`src/rtl/p08_pov_sched.sv`:
```
// p08_pov_sched -- frame-synchronous POV update scheduler.
//
// Watches VGA vsync and the raytracer busy flag and issues a one-cycle
// o_load_if_ready strobe only when the POV vectors can change without
// tearing a frame. After each load, o_pov_stable is held low for
// SETTLE_CYCLES cycles so the tracer sees the new vectors only once
// they have settled.
//
// Optional feature macro: POV_SCHED_DEMO_EN
//   defined   : demo buttons are synchronised, and a frame divider gates
//               o_inc_px / o_inc_py to one update every DEMO_DIV loads.
//   undefined : o_inc_px / o_inc_py are tied to 0 and the buttons are ignored.
//
// Ports
//   clk             system clock (the only clock)
//   reset           synchronous, active-high reset
//   i_vsync         raw vsync level, asynchronous
//   i_demo_px/py    raw demo buttons, asynchronous
//   i_trace_busy    tracer is mid-row and reading POV
//   o_load_if_ready one-cycle load strobe to the POV block
//   o_inc_px/py     increment requests, valid only with o_load_if_ready
//   o_pov_stable    tracer may start a new row
//   o_frame_count   completed loads, wraps at 256
//   o_overrun       sticky: a vsync rise was dropped
module p08_pov_sched #(
    parameter int DEMO_DIV      = 4,   // 1..15
    parameter int SETTLE_CYCLES = 2    // 1..7
) (
    input  logic       clk,
    input  logic       reset,
    input  logic       i_vsync,
    input  logic       i_demo_px,
    input  logic       i_demo_py,
    input  logic       i_trace_busy,
    output logic       o_load_if_ready,
    output logic       o_inc_px,
    output logic       o_inc_py,
    output logic       o_pov_stable,
    output logic [7:0] o_frame_count,
    output logic       o_overrun
);

    typedef enum logic [1:0] {
        RUN       = 2'd0,
        WAIT_IDLE = 2'd1,
        LOAD      = 2'd2,
        SETTLE    = 2'd3
    } state_t;

    state_t     state, state_nxt;
    logic [2:0] vs_sync;
    logic       vs_rise;
    logic [2:0] settle_cnt;

    // vsync synchroniser; the rise flag is registered so the FSM acts on it
    // one edge after stages [2:1] show 01.
    always_ff @(posedge clk) begin
        if (reset) begin
            vs_sync <= 3'b000;
            vs_rise <= 1'b0;
        end else begin
            vs_sync <= {vs_sync[1:0], i_vsync};
            vs_rise <= (vs_sync[2:1] == 2'b01);
        end
    end

    always_comb begin
        state_nxt = state;
        case (state)
            RUN:       if (vs_rise) state_nxt = i_trace_busy ? WAIT_IDLE : LOAD;
            WAIT_IDLE: if (!i_trace_busy) state_nxt = LOAD;
            LOAD:      state_nxt = SETTLE;
            SETTLE:    if (settle_cnt == 3'd0) state_nxt = RUN;
            default:   state_nxt = RUN;
        endcase
    end

    // Outputs are registered from the next-state value, so they are exact
    // decodes of the state register.
    always_ff @(posedge clk) begin
        if (reset) begin
            state           <= RUN;
            settle_cnt      <= 3'd0;
            o_load_if_ready <= 1'b0;
            o_pov_stable    <= 1'b1;
            o_frame_count   <= 8'd0;
            o_overrun       <= 1'b0;
        end else begin
            state           <= state_nxt;
            o_load_if_ready <= (state_nxt == LOAD);
            o_pov_stable    <= (state_nxt == RUN);
            if (state == LOAD) begin
                settle_cnt    <= 3'(SETTLE_CYCLES - 1);
                o_frame_count <= o_frame_count + 8'd1;
            end else if (state == SETTLE && settle_cnt != 3'd0) begin
                settle_cnt <= settle_cnt - 3'd1;
            end
            // A rise outside RUN has nowhere to go: drop it and flag it.
            if (vs_rise && state != RUN)
                o_overrun <= 1'b1;
        end
    end

`ifdef POV_SCHED_DEMO_EN
    logic [1:0] px_sync, py_sync;
    logic [3:0] demo_div;

    always_ff @(posedge clk) begin
        if (reset) begin
            px_sync  <= 2'b00;
            py_sync  <= 2'b00;
            demo_div <= 4'(DEMO_DIV - 1);
        end else begin
            px_sync <= {px_sync[0], i_demo_px};
            py_sync <= {py_sync[0], i_demo_py};
            if (state == LOAD)
                demo_div <= (demo_div == 4'd0) ? 4'(DEMO_DIV - 1) : demo_div - 4'd1;
        end
    end

    assign o_inc_px = (state == LOAD) && (demo_div == 4'd0) && px_sync[1];
    assign o_inc_py = (state == LOAD) && (demo_div == 4'd0) && py_sync[1];
`else
    logic unused_demo;
    assign unused_demo = &{1'b0, i_demo_px, i_demo_py};
    assign o_inc_px    = 1'b0;
    assign o_inc_py    = 1'b0;
`endif

endmodule
```
`config.mk`:
```
export PLATFORM = sky130hd
export DESIGN_NAME = p08_pov_sched
export DESIGN_NICKNAME = d
export VERILOG_FILES = /design/src/rtl/p08_pov_sched.sv
export SDC_FILE = /design/constraint.sdc
export NUM_CORES = 1
export LEC_CHECK = 0
export CAP_MARGIN = 20
export CORE_MARGIN = 5
export CORE_UTILIZATION = 43
export CTS_CLUSTER_SIZE = 25
export DETAILED_ROUTE_END_ITERATION = 10
export GPL_TIMING_DRIVEN = 0
export PLACE_DENSITY_LB_ADDON = 0.25
export SLEW_MARGIN = 20
export SYNTH_ARGS = -nofsm -noshare
export SYNTH_HDL_FRONTEND = slang
export SYNTH_SLANG_ARGS = --single-unit
```
`constraint.sdc`:
```
create_clock -name clk -period 1.3 [get_ports clk]
set_input_delay 0.26 -clock clk [delete_from_list [all_inputs] [get_ports clk]]
set_output_delay 0.26 -clock clk [all_outputs]
set_load 0.1 [all_outputs]
```
* After elaboration in Yosys (flattened, before gate mapping)
Index checks and enable logic that the tools add are counted.
Widths: inputs -> output; s select.
** Word-level totals
- Word-level logic and storage cells :: 32
- Input bits :: 6
- Flip-flop bits (word level) :: 20
** Cells by class
- Muxes and demuxes :: 7
- Equality and inequality tests :: 5
- Add/sub/neg operators :: 2
- Reductions and logical operators :: 9
** Operator list (count)
- $add 8x1->8 const B :: 1
- $mux 2 :: 4
- $pmux 2 s4 :: 1
- $eq 2x2->1 const B :: 3
- $eq 2x1->1 const B :: 2
- $logic_not 2->1 :: 2
- $reduce_bool 2->1 :: 2
- $logic_not 3->1 :: 1
- $reduce_bool 3->1 :: 1
- $sub 3x1->3 const B :: 1
- $logic_and 1x1->1 :: 2
- $mux 1 :: 2
- $reduce_or 2->1 :: 1

* Depth between registers and ports, before layout
- Word-level depth :: 4
- Mapped depth :: 6
- Mapped depth without buffers :: 6

* Worst setup path before layout
Ideal clock, no wire load.
- Path kind :: register to register
- From :: reg o_frame_count[0]
- To :: reg o_frame_count[6]
- Library setup time :: 0.071 ns
- Path slack :: -0.731 ns
- Stages on the path, launching flop included :: 5
- Data arrival time :: 1.960 ns
- Required time :: 1.229 ns
- Path through :: dfxtp_1 -> ha_1 -> inv_1 -> or4_1 -> a21oi_1
** Between the ends
- Word-level cells in the longest chain between the ends :: 1
** Ends and longest elaborated chain
- start, declared :: RTL line 39 : output logic [7:0] o_frame_count,
- start signal, assigned :: RTL line 94 : o_frame_count <= o_frame_count + 8'd1;
- $add 8x1->8 :: RTL line 94
No other way between the ends.
A chain may end at the register's enable or synchronous reset.

* Final worst setup path
- From :: reg o_frame_count[0]
- To :: out o_frame_count[0]
No word-level cell between the ends.

==> out/results.ini <==
[placement]
port_buffers = 13
post-place-ws_ns = -0.465
gp_congestion = 0.725
dp_hpwl_mm = 1.12

[clocking]
worstSkewPairLatency_ns = 0.30
h-tree-depth = 1
numCtsBuffers = 3
cts_root_buf = clkbuf_4
cts.clk_slew.worst_paths_ns = 0.11
clock_path_buffers = 2
holdBufCountCts = 0
tritoncts = done
cts.sinks = 20

[timing]
skew_ns = 0.00488
finalHoldViolations = 0
fmax_mhz = 798
fin_ws_ns = 0.0475
setup_viol_count_final = 0
final_max_slew_viol_count = 0
period_minus_slack_ns = 1.25
period_share = 0.963

[power_and_ir_drop]
p_leak_nw = 0.473
total_power_mw = 1.19
vdd_drop_max_v = 0.000801
power_density_nw_per_um2 = 1060

[detailed_routing]
vias = 664
first_iter_violations = 8
ant_nets = 0
drc = 0
post_drt_wl_per_cell_um = 11.6
routed_wl_mm = 1.56
firstDrtPassIters = 4
vias_per_cell = 4.96

[global_route]
track_usage = 0.113
grt_overflow = 0
grt_max_degree = 13
antenna_found_initial = 0
grt_pass1_vias = 599
grt_first_pass_wirelength_mm = 2.35

[synthesis]
synth_adder_area_share = 0.0448
synth_top_area_frac = 0.478
synth_cell_types = 31
synth_simple_gate_area_share = 0.215
syn_area_per_cell_um2 = 9.62
yosysSeqAreaShare = 0.478
synth_xor_xnor_area_share = 0.0209
synth_seq_cells = 20
synth.top_cells.by_area = dfxtp_1 48%, ha_1 4.5%, nor2b_1 4.5%, a21oi_1 3.6%, nor2_1 3.6%
synth_area_um2 = 837
synth_mux_area_frac = 0.0254
synth_compound_area_frac = 0.142
synth_top_area_cell = dfxtp_1
synth_top_family_by_area = simple AND/OR/NAND/NOR gates
syn-instance-count = 87
synth_warnings = 0

[setup_path]
path_class = register to output pin
cpPeakStageDelay_ns = 0.40
critPathMaxFanout = 4
worst_ep_required_time_ns = 1.04
reg2reg_slack_ns = 0.05
slowest_stage = dfxtp_4
startpoint_type = register
critical_path.cell_chain = buf_4
path_delay_family = flip-flops
crit_start = o_frame_count[0]
end_kind = output pin
worst-path-buf-inv = 1
worstReg2RegStart = state[1]
cp.arrival_ns = 0.99

[cells_and_area]
nNetsFinal = 117
utilization = 0.593
diodes = 0
fill_cells = 201
drive_gt1_frac = 0.421
area_delta_synth_final_pct = 34.8

[job]
cap_violations = 0

[die]
core_um2 = 1900
die_w_um = 54.1
rows = 16
die_h_um = 54.1
initial_utilization = 0.440
fp.dieArea_um2 = 2930
ios = 19

[hold_path]
hp-class = input port to register
hold_start = reset

[run_status]
status = complete, no violations

==> placed cells by master (no fill, tap or decap), types with 3 or more instances in the layout <==
master | netlist | routed
nor2b_1 | 6 | 6
inv_1 | 5 | 3
dfxtp_1 | 20 | 8
nor2_1 | 8 | 8
clkbuf_4 | 0 | 3
a21oi_1 | 6 | 6
dfxtp_4 | 0 | 8
o31ai_1 | 4 | 4
dfxtp_2 | 0 | 4
or4_1 | 3 | 3
ha_4 | 0 | 3
buf_4 | 2 | 17
==> metal layers <==
layer  vias to the layer above  share of wire  global-route usage
met2                        16           0.54               0.199
met4                         0              0              0.0622
met1                       310           0.41               0.124
met5                         -              0                   0
met3                         0          0.047              0.0249
li1                        338              -                   -
==> worst paths after layout <==
| check | endpoint | cells past startpoint |
|---|---|---|
| max reg2reg | o_frame_count[4] | 4 |
| min | vs_sync[1] | 2 |
| max | o_frame_count[0] | 1 |
| min reg2reg | vs_rise | 1 |
==> cell usage after synthesis <==
cell,instances
mux2_2,1
a31oi_1,1
or4_1,3
nor2_1,8
o21ai_0,2
ha_1,3
nand3b_4,1
nor4_1,1
o31ai_1,4
inv_1,5
a21oi_1,6
buf_4,2
nand4_1,2
nor2b_1,6
xnor2_1,1
a21bo_2,1
or3_1,1
buf_2,1
a2bb2oi_1,2
clkbuf_1,2
nand3b_1,2
o21a_1,2
nand2b_1,1
nand3_1,1
mux2i_1,1
dfxtp_1,20
conb_1,1
buf_6,1
nand2_1,3
xor2_1,1
and2b_1,1
==> stage by stage <==
step	setup TNS [ns]	hold WS, ns	cells	cell area (um^2)
6_report	0	0.342	134	1130
5_1_grt	-0.00822	0.356	134	1130
4_1_cts	0	0.329	133	1090
3_5_place_dp	-4.85	0.381	128	1050
3_3_place_gp	-4.71	0.373	128	1050
2_1_floorplan	-0.128	0.339	88	891
==> power breakdown <==
group | leakage (nW) | switching (mW) | internal (mW)
sequential | 0.170 | 0.0106 | 0.613
combinational | 0.276 | 0.0995 | 0.0509
clock | 0.0261 | 0.184 | 0.235
==> final cells by class <==
cell class / instances / area [um^2] / share of cell area
repair buffers: 16 / 125 / 0.111
clock buffers: 4 / 47.5 / 0.0421
well taps: 27 / 33.8 / 0.0299
multi-input cells: 57 / 438 / 0.388
plain buffers: 5 / 30.0 / 0.0266
flip-flops and latches: 20 / 435 / 0.386
inverters: 5 / 18.8 / 0.0166
==> sequential cells by signal, indices dropped and copies added, names as in the netlist <==
register and count:
state 2, o_pov_stable 1, vs_sync 3, o_load_if_ready 1, o_overrun 1, o_frame_count 8, settle_cnt 3, vs_rise 1
==> worst reg2reg max path: stages (launching register included) <==
cell     delay [ns]
dfxtp_2        0.35
buf_4          0.16
and2b_2        0.20
nand4_1        0.11
mux2_2         0.33
==> timing repair <==
| action | CTS | global route |
|---|---|---|
| setup buffers | 2 | 1 |
| pin swaps | 4 | 4 |
| setup endpoints to repair | 18 | 6 |
| gates resized for setup | 72 | 8 |
==> logic make-up after synthesis <==
kind of cell	Yosys count
buffers and inverters	11
xor gates and xnor gates	2
muxes	2
other	1
adders and majority gates	3
AOI/OAI and AO/OA	18
DFF	20
and+or+nand+nor	30
Power figures use the tool's default switching activity.
